==> src/rtl/cce_ob_mon_pkg.sv <==
// Shared constants and types for the CCE outbound length monitor.
//   TUSER_*           : frame marker values carried on ob_tuser
//   DATA_TYPE_DEFAULT : tdata[7:0] of an SoT beat that opens a compressed-data frame
//   state_e           : monitor FSM states
package cce_ob_mon_pkg;

    localparam logic [7:0] TUSER_MID     = 8'h00;
    localparam logic [7:0] TUSER_SOT     = 8'h01;
    localparam logic [7:0] TUSER_EOT     = 8'h02;
    localparam logic [7:0] TUSER_SOT_EOT = 8'h03;

    localparam logic [7:0] DATA_TYPE_DEFAULT = 8'h05;

    localparam int unsigned STRB_W = 8;
    localparam int unsigned CNT_W  = 4;
    localparam int unsigned FCNT_W = 16;

    typedef enum logic [1:0] {
        IDLE   = 2'd0,
        DATA   = 2'd1,
        RESULT = 2'd2
    } state_e;

endpackage

==> src/rtl/cce_strb_popcnt.sv <==
// Counts the set bits of a beat's byte strobes; strobes need not be contiguous.
//   i_strb   : byte-valid strobes
//   o_cnt_c  : number of set strobe bits (combinational)
module cce_strb_popcnt
    import cce_ob_mon_pkg::*;
(
    input  logic [STRB_W-1:0] i_strb,
    output logic [CNT_W-1:0]  o_cnt_c
);

    always_comb begin
        o_cnt_c = '0;
        for (int i = 0; i < int'(STRB_W); i++) begin
            o_cnt_c = o_cnt_c + CNT_W'(i_strb[i]);
        end
    end

endmodule

==> src/rtl/cce_ob_len_monitor.sv <==
// Consumes the CCE engine outbound stream, finds compressed-data frames and
// reports their payload byte count on a result handshake.
//   clk, rst            : clock, synchronous active-high reset
//   ob_*                : outbound AXI-stream from the engine (tlast/tid ignored)
//   len_tvalid/tready   : result handshake
//   len_tdata, len_err  : payload byte count and restart/saturation flag
//   frame_cnt           : results delivered since reset (wrapping)
`ifndef AXI_S_TID_WIDTH
`define AXI_S_TID_WIDTH 8
`endif

module cce_ob_len_monitor
    import cce_ob_mon_pkg::*;
#(
    parameter logic [7:0]  DATA_TYPE = DATA_TYPE_DEFAULT,
    parameter int unsigned LEN_W     = 32
) (
    input  logic                         clk,
    input  logic                         rst,
    input  logic                         ob_tvalid,
    output logic                         ob_tready,
    input  logic [63:0]                  ob_tdata,
    input  logic [7:0]                   ob_tstrb,
    input  logic [7:0]                   ob_tuser,
    input  logic                         ob_tlast,
    input  logic [`AXI_S_TID_WIDTH-1:0]  ob_tid,
    output logic                         len_tvalid,
    input  logic                         len_tready,
    output logic [LEN_W-1:0]             len_tdata,
    output logic                         len_err,
    output logic [FCNT_W-1:0]            frame_cnt
);

    localparam int unsigned SUM_W = LEN_W + 1;

    state_e              r_state;
    state_e              w_state_nxt;
    logic [LEN_W-1:0]    r_count;
    logic [LEN_W-1:0]    w_count_nxt;
    logic                r_err;
    logic                w_err_nxt;
    logic [FCNT_W-1:0]   r_frame_cnt;
    logic [FCNT_W-1:0]   w_frame_cnt_nxt;
    logic                r_tready;
    logic                r_len_tvalid;

    logic [CNT_W-1:0]    w_pop;
    logic                w_acc;
    logic                w_hdr;
    logic [SUM_W-1:0]    w_sum;
    logic [LEN_W-1:0]    w_sat_count;
    logic                w_ovf;

    // Framing relies on tuser only; the upper data bytes, tlast and tid are don't-care.
    logic                w_unused;
    assign w_unused = ^{ob_tlast, ob_tid, ob_tdata[63:8]};

    cce_strb_popcnt u_popcnt (
        .i_strb  (ob_tstrb),
        .o_cnt_c (w_pop)
    );

    assign w_acc = ob_tvalid & r_tready;
    assign w_hdr = (ob_tdata[7:0] == DATA_TYPE);

    // Saturating add: the carry out of the widened sum flags overflow.
    assign w_sum       = {1'b0, r_count} + SUM_W'(w_pop);
    assign w_ovf       = w_sum[LEN_W];
    assign w_sat_count = w_ovf ? '1 : w_sum[LEN_W-1:0];

    // Next-state and next-value logic.
    always_comb begin
        w_state_nxt     = r_state;
        w_count_nxt     = r_count;
        w_err_nxt       = r_err;
        w_frame_cnt_nxt = r_frame_cnt;
        case (r_state)
            IDLE: begin
                if (w_acc && w_hdr) begin
                    if (ob_tuser == TUSER_SOT) begin
                        w_state_nxt = DATA;
                        w_count_nxt = '0;
                        w_err_nxt   = 1'b0;
                    end else if (ob_tuser == TUSER_SOT_EOT) begin
                        w_state_nxt = RESULT;
                        w_count_nxt = '0;
                        w_err_nxt   = 1'b0;
                    end
                end
            end
            DATA: begin
                if (w_acc) begin
                    case (ob_tuser)
                        // A new SoT of any type restarts the frame; its header is not counted.
                        TUSER_SOT: begin
                            w_count_nxt = '0;
                            w_err_nxt   = 1'b1;
                        end
                        TUSER_SOT_EOT: begin
                            w_count_nxt = '0;
                            w_err_nxt   = 1'b1;
                            w_state_nxt = RESULT;
                        end
                        TUSER_EOT: begin
                            w_count_nxt = w_sat_count;
                            w_err_nxt   = r_err | w_ovf;
                            w_state_nxt = RESULT;
                        end
                        default: begin
                            w_count_nxt = w_sat_count;
                            w_err_nxt   = r_err | w_ovf;
                        end
                    endcase
                end
            end
            RESULT: begin
                if (len_tready) begin
                    w_state_nxt     = IDLE;
                    w_frame_cnt_nxt = r_frame_cnt + FCNT_W'(1);
                end
            end
            default: begin
                w_state_nxt = IDLE;
            end
        endcase
    end

    // State and output registers; handshake outputs are pre-decoded from the next state.
    always_ff @(posedge clk) begin
        if (rst) begin
            r_state      <= IDLE;
            r_count      <= '0;
            r_err        <= 1'b0;
            r_frame_cnt  <= '0;
            r_tready     <= 1'b0;
            r_len_tvalid <= 1'b0;
        end else begin
            r_state      <= w_state_nxt;
            r_count      <= w_count_nxt;
            r_err        <= w_err_nxt;
            r_frame_cnt  <= w_frame_cnt_nxt;
            r_tready     <= (w_state_nxt != RESULT);
            r_len_tvalid <= (w_state_nxt == RESULT);
        end
    end

    assign ob_tready  = r_tready;
    assign len_tvalid = r_len_tvalid;
    assign len_tdata  = r_count;
    assign len_err    = r_err;
    assign frame_cnt  = r_frame_cnt;

endmodule

==> config.mk <==
export PLATFORM = sky130hd
export DESIGN_NAME = cce_ob_len_monitor
export DESIGN_NICKNAME = d
export VERILOG_FILES = /design/src/rtl/cce_ob_mon_pkg.sv /design/src/rtl/cce_strb_popcnt.sv /design/src/rtl/cce_ob_len_monitor.sv
export SDC_FILE = /design/constraint.sdc
export NUM_CORES = 1
export LEC_CHECK = 0
export ABC_CLOCK_PERIOD_IN_PS = 5400
export CORE_ASPECT_RATIO = 1.2
export CORE_MARGIN = 5
export CORE_UTILIZATION = 42
export DETAILED_ROUTE_END_ITERATION = 12
export PLACE_DENSITY_LB_ADDON = 0.05
export SYNTH_ARGS = -nofsm -noshare
export SYNTH_HDL_FRONTEND = slang
export SYNTH_HIERARCHICAL = 1
export SYNTH_SLANG_ARGS = --single-unit
==> constraint.sdc <==
create_clock -name clk -period 5.4 [get_ports clk]
set_input_delay 0.81 -clock clk [delete_from_list [all_inputs] [get_ports clk]]
set_output_delay 0.81 -clock clk [all_outputs]
set_load 0.01 [all_outputs]
==> flow_metrics.py, run 1 <==
metrics = {
    "run_status": {
        "status": "finished, final reports clean",
    },
    "timing": {
        "rsz0062_at_grt": "no",
        "hold_viol": 0,
        "timing.slew.headroom_pct": 26.8,
        "period_share_pct": 94.8,
        "worst_pin_slew_ns": 1.10,
        "setup_viol": 0,
        "timing.hold.ws_ns": 0.465,
        "worst_clock_skew_ns": 0.0143,
        "fmax_mhz": 195,
        "period_minus_slack_ns": 5.12,
        "final_max_slew_viol_count": 0,
    },
    "floorplan": {
        "io_pins": 144,
        "die-area_um2": 9490,
        "chipWidth_um": 89.8,
        "die_h_um": 106,
        "core_region_area_um2": 7580,
        "rows": 35,
        "initial_core_util_pct": 42.3,
    },
    "cells_and_area": {
        "fin_cells": 565,
        "drive_gt1_share_pct": 7.82,
        "area_growth_pct": 32.0,
        "final_nets": 578,
        "antenna_cells": 0,
    },
    "clocking": {
        "clockRootBuffer": "clkbuf_8",
        "htree_num_levels": 2,
        "cts_tree": "done",
        "clk_latency_ns": 0.32,
        "clock-sinks": 53,
        "post_cts_resized": 0,
        "path_clk_slew_ns": 0.10,
        "cts_hold_buf": 0,
        "clockBufferDepth": 2,
        "cts_buffers": 5,
        "cts_setup_buffers": 0,
    },
    "power_and_ir_drop": {
        "p_leak_nw": 1.54,
        "ir_worst_vdd_v": 0.000110,
        "power.density_nw_per_um2": 171,
    },
    "worst_setup_path": {
        "crit_chain": "clkdlybuf4s50_1, inv_1, fa_1, fa_1, fa_1, inv_1, ha_1, inv_1, fa_1, xnor2_1, ha_1, a211oi_1, buf_4, or3_1, or4_1, o21ai_0, o2bb2ai_1",
        "path_delay_family": "adder cells",
        "cpMostUsedCell": "fa_1",
        "path_buf_inv": 5,
        "critical_path.max_fanout": 7,
        "max_stage_delay_ns": 0.55,
        "critPathSlowestCell": "or4_1",
        "worst_setup_path_end_kind": "flop",
        "cp.arrival_ns": 5.37,
        "setup.worst_path.start_class": "input port",
        "critPathKind": "in2reg",
        "cp.required_ns": 5.65,
    },
    "route": {
        "antenna_left": 0,
        "via_count": 3209,
        "drt_wl_total_um": 8980,
        "firstDrtPassIters": 4,
        "drc_errors": 0,
        "drt-initial-drc-count": 199,
        "wl_per_cell_um": 15.9,
        "avgViaCountPerCell": 5.68,
    },
    "placement": {
        "hpwl_um": 6690,
        "placed_cells": 557,
        "portBuffers": 78,
        "gp_congestion": 0.917,
    },
    "synth": {
        "async_flop_share_pct": 0,
        "syn_avg_cell_area_um2": 8.18,
        "synth_ff_type": "dfxtp_1",
        "syn_inst": 392,
        "yosysTopAreaCell": "dfxtp_1",
        "synth_edf_count": 0,
        "syn-num-nets": 498,
        "synth-seq-cells": 53,
        "synth_area_leaders": "dfxtp_1, o21ai_0, nand2_1, nand3_1, a21oi_1",
        "seq_area_frac_synth_pct": 33.1,
        "yosysUniqueCellTypes": 64,
        "synth_top_area_share_pct": 33.1,
        "synth_warnings": 6,
        "netlist_area_um2": 3210,
    },
    "run": {
        "cap_violations": 0,
    },
    "grt": {
        "grt_first_pass_wirelength_um": 15200,
        "grt_pass1_vias": 3236,
        "track_usage_pct": 18.9,
        "grt_overflow": 0,
        "antenna_found_initial": 0,
        "grt_max_degree": 21,
    },
    "hold_path": {
        "min_path_type": "reg2reg",
    },
}
-- stage by stage --
step	setup TNS [ns]	power [mW]	util (%)	cell area (µm²)	setup slack, ns
2_1_floorplan	0	0.453	-	3210	0.729
3_3_place_gp	-0.00687	0.491	54.6	4140	-0.00687
3_5_place_dp	-0.121	0.495	54.6	4140	-0.0630
4_1_cts	0	0.733	55.9	4230	0.270
5_1_grt	0	0.767	55.9	4230	0.0729
6_report	0	0.724	55.9	4230	0.280
-- path summary, 6_finish.rpt --
| kind | endpoint | cells past startpoint | slack, ns | start |
|---|---|---|---|---|
| setup reg to reg | len_tdata[22] | 8 | 3.00 | len_tdata[0] |
| setup / recovery | len_tdata[22] | 17 | 0.28 | ob_tstrb[0] |
| hold / removal | len_tdata[0] | 2 | 0.47 | len_tdata[0] |
| hold reg to reg | len_tdata[0] | 2 | 0.47 | len_tdata[0] |
-- worst register-to-register path, delay by kind of cell (launching register included) --
family / cells / cell delay, ns
buffers and inverters: 1 / 0.14
and+or+nand+nor: 2 / 1.03
DFF: 1 / 0.37
AOI/OAI and AO/OA: 3 / 0.38
adders and majority gates: 2 / 0.42
-- state kept, by name, summed over array words and instances (netlist names) --
signal      cells
len_tdata      32
frame_cnt      16
len_err         1
len_tvalid      1
ob_tready       1
r_state         2
-- routing by layer --
metal / global-route usage, % / part of all wire, % / vias up
li1: - / - / 1596
met1: 21.8 / 42 / 1526
met2: 35.3 / 52 / 78
met3: 3.85 / 4.6 / 9
met4: 4.00 / 0.92 / 0
met5: 0 / 0 / -
-- Yosys cell counts (2+ instances only) --
cell type,instances
nand2_1,33
nor3_1,7
nand3_1,23
a21oi_1,22
a211oi_1,3
and3_1,7
ha_1,8
nor2b_1,3
o2bb2ai_1,10
nor3b_1,4
nor2_1,28
or3_1,3
a31oi_1,5
a32o_1,3
buf_2,9
or4_1,3
clkbuf_1,5
a22oi_1,3
or2_2,2
and4_1,6
a41oi_1,2
o21ai_0,37
o31a_1,4
and2_1,6
dfxtp_1,53
fa_1,5
a21o_1,5
nand3b_1,2
o21ai_1,3
nor4_4,2
xnor2_1,6
o211ai_1,2
nor4_1,4
xor2_1,12
inv_1,22
nand4_1,12
-- layout make-up --
| type | instances | area, µm² |
|---|---|---|
| clock inverters | 3 | 25.0 |
| repair buffers | 91 | 891 |
| fillers | 740 | 3340 |
| clock buffers | 5 | 68.8 |
| flip-flops and latches | 53 | 1060 |
| well taps | 92 | 115 |
| multi-input cells | 299 | 1990 |
| inverters | 22 | 82.6 |
-- cell usage in the layout, fill, tap and decap left out, types with 8 or more instances in the layout --
cell type,n
dfxtp_1,53
o21ai_0,37
nand2_1,33
inv_1,22
ha_1,8
a21oi_1,22
buf_4,12
xor2_1,12
nor2_1,28
nand4_1,12
o2bb2ai_1,10
clkdlybuf4s50_1,78
nand3_1,23
-- logic make-up (layout without fill, tap and decap cells) --
kind of cell	Yosys count	in the layout	share of synthesized area, %
AND/OR/NAND/NOR	157	157	27.8
AO/OA/AOI/OAI	111	111	22.6
flip-flops	53	53	33.1
buffers and inverters	40	121	5.42
XOR/XNOR	18	18	4.91
adder cells (fa/ha/maj)	13	13	6.24
-- power by group --
| part | leakage, nW | internal [mW] | switching, mW |
|---|---|---|---|
| sequential | 0.427 | 0.391 | 0.000374 |
| combinational | 1.07 | 0.0463 | 0.0463 |
| clock | 0.0447 | 0.0941 | 0.146 |
Note: power is estimated with default switching activity, not from simulation.
==> run 2, diff against run 1 <==
--- a/config.mk
+++ b/config.mk
@@ -11,6 +11,7 @@
 export CORE_UTILIZATION = 42
 export DETAILED_ROUTE_END_ITERATION = 12
 export PLACE_DENSITY_LB_ADDON = 0.05
+export SLEW_MARGIN = 20
 export SYNTH_ARGS = -nofsm -noshare
 export SYNTH_HDL_FRONTEND = slang
 export SYNTH_HIERARCHICAL = 1
==> results of run 2 <==
Same layout as run 1: the final DEF is identical, and so are final timing and power.
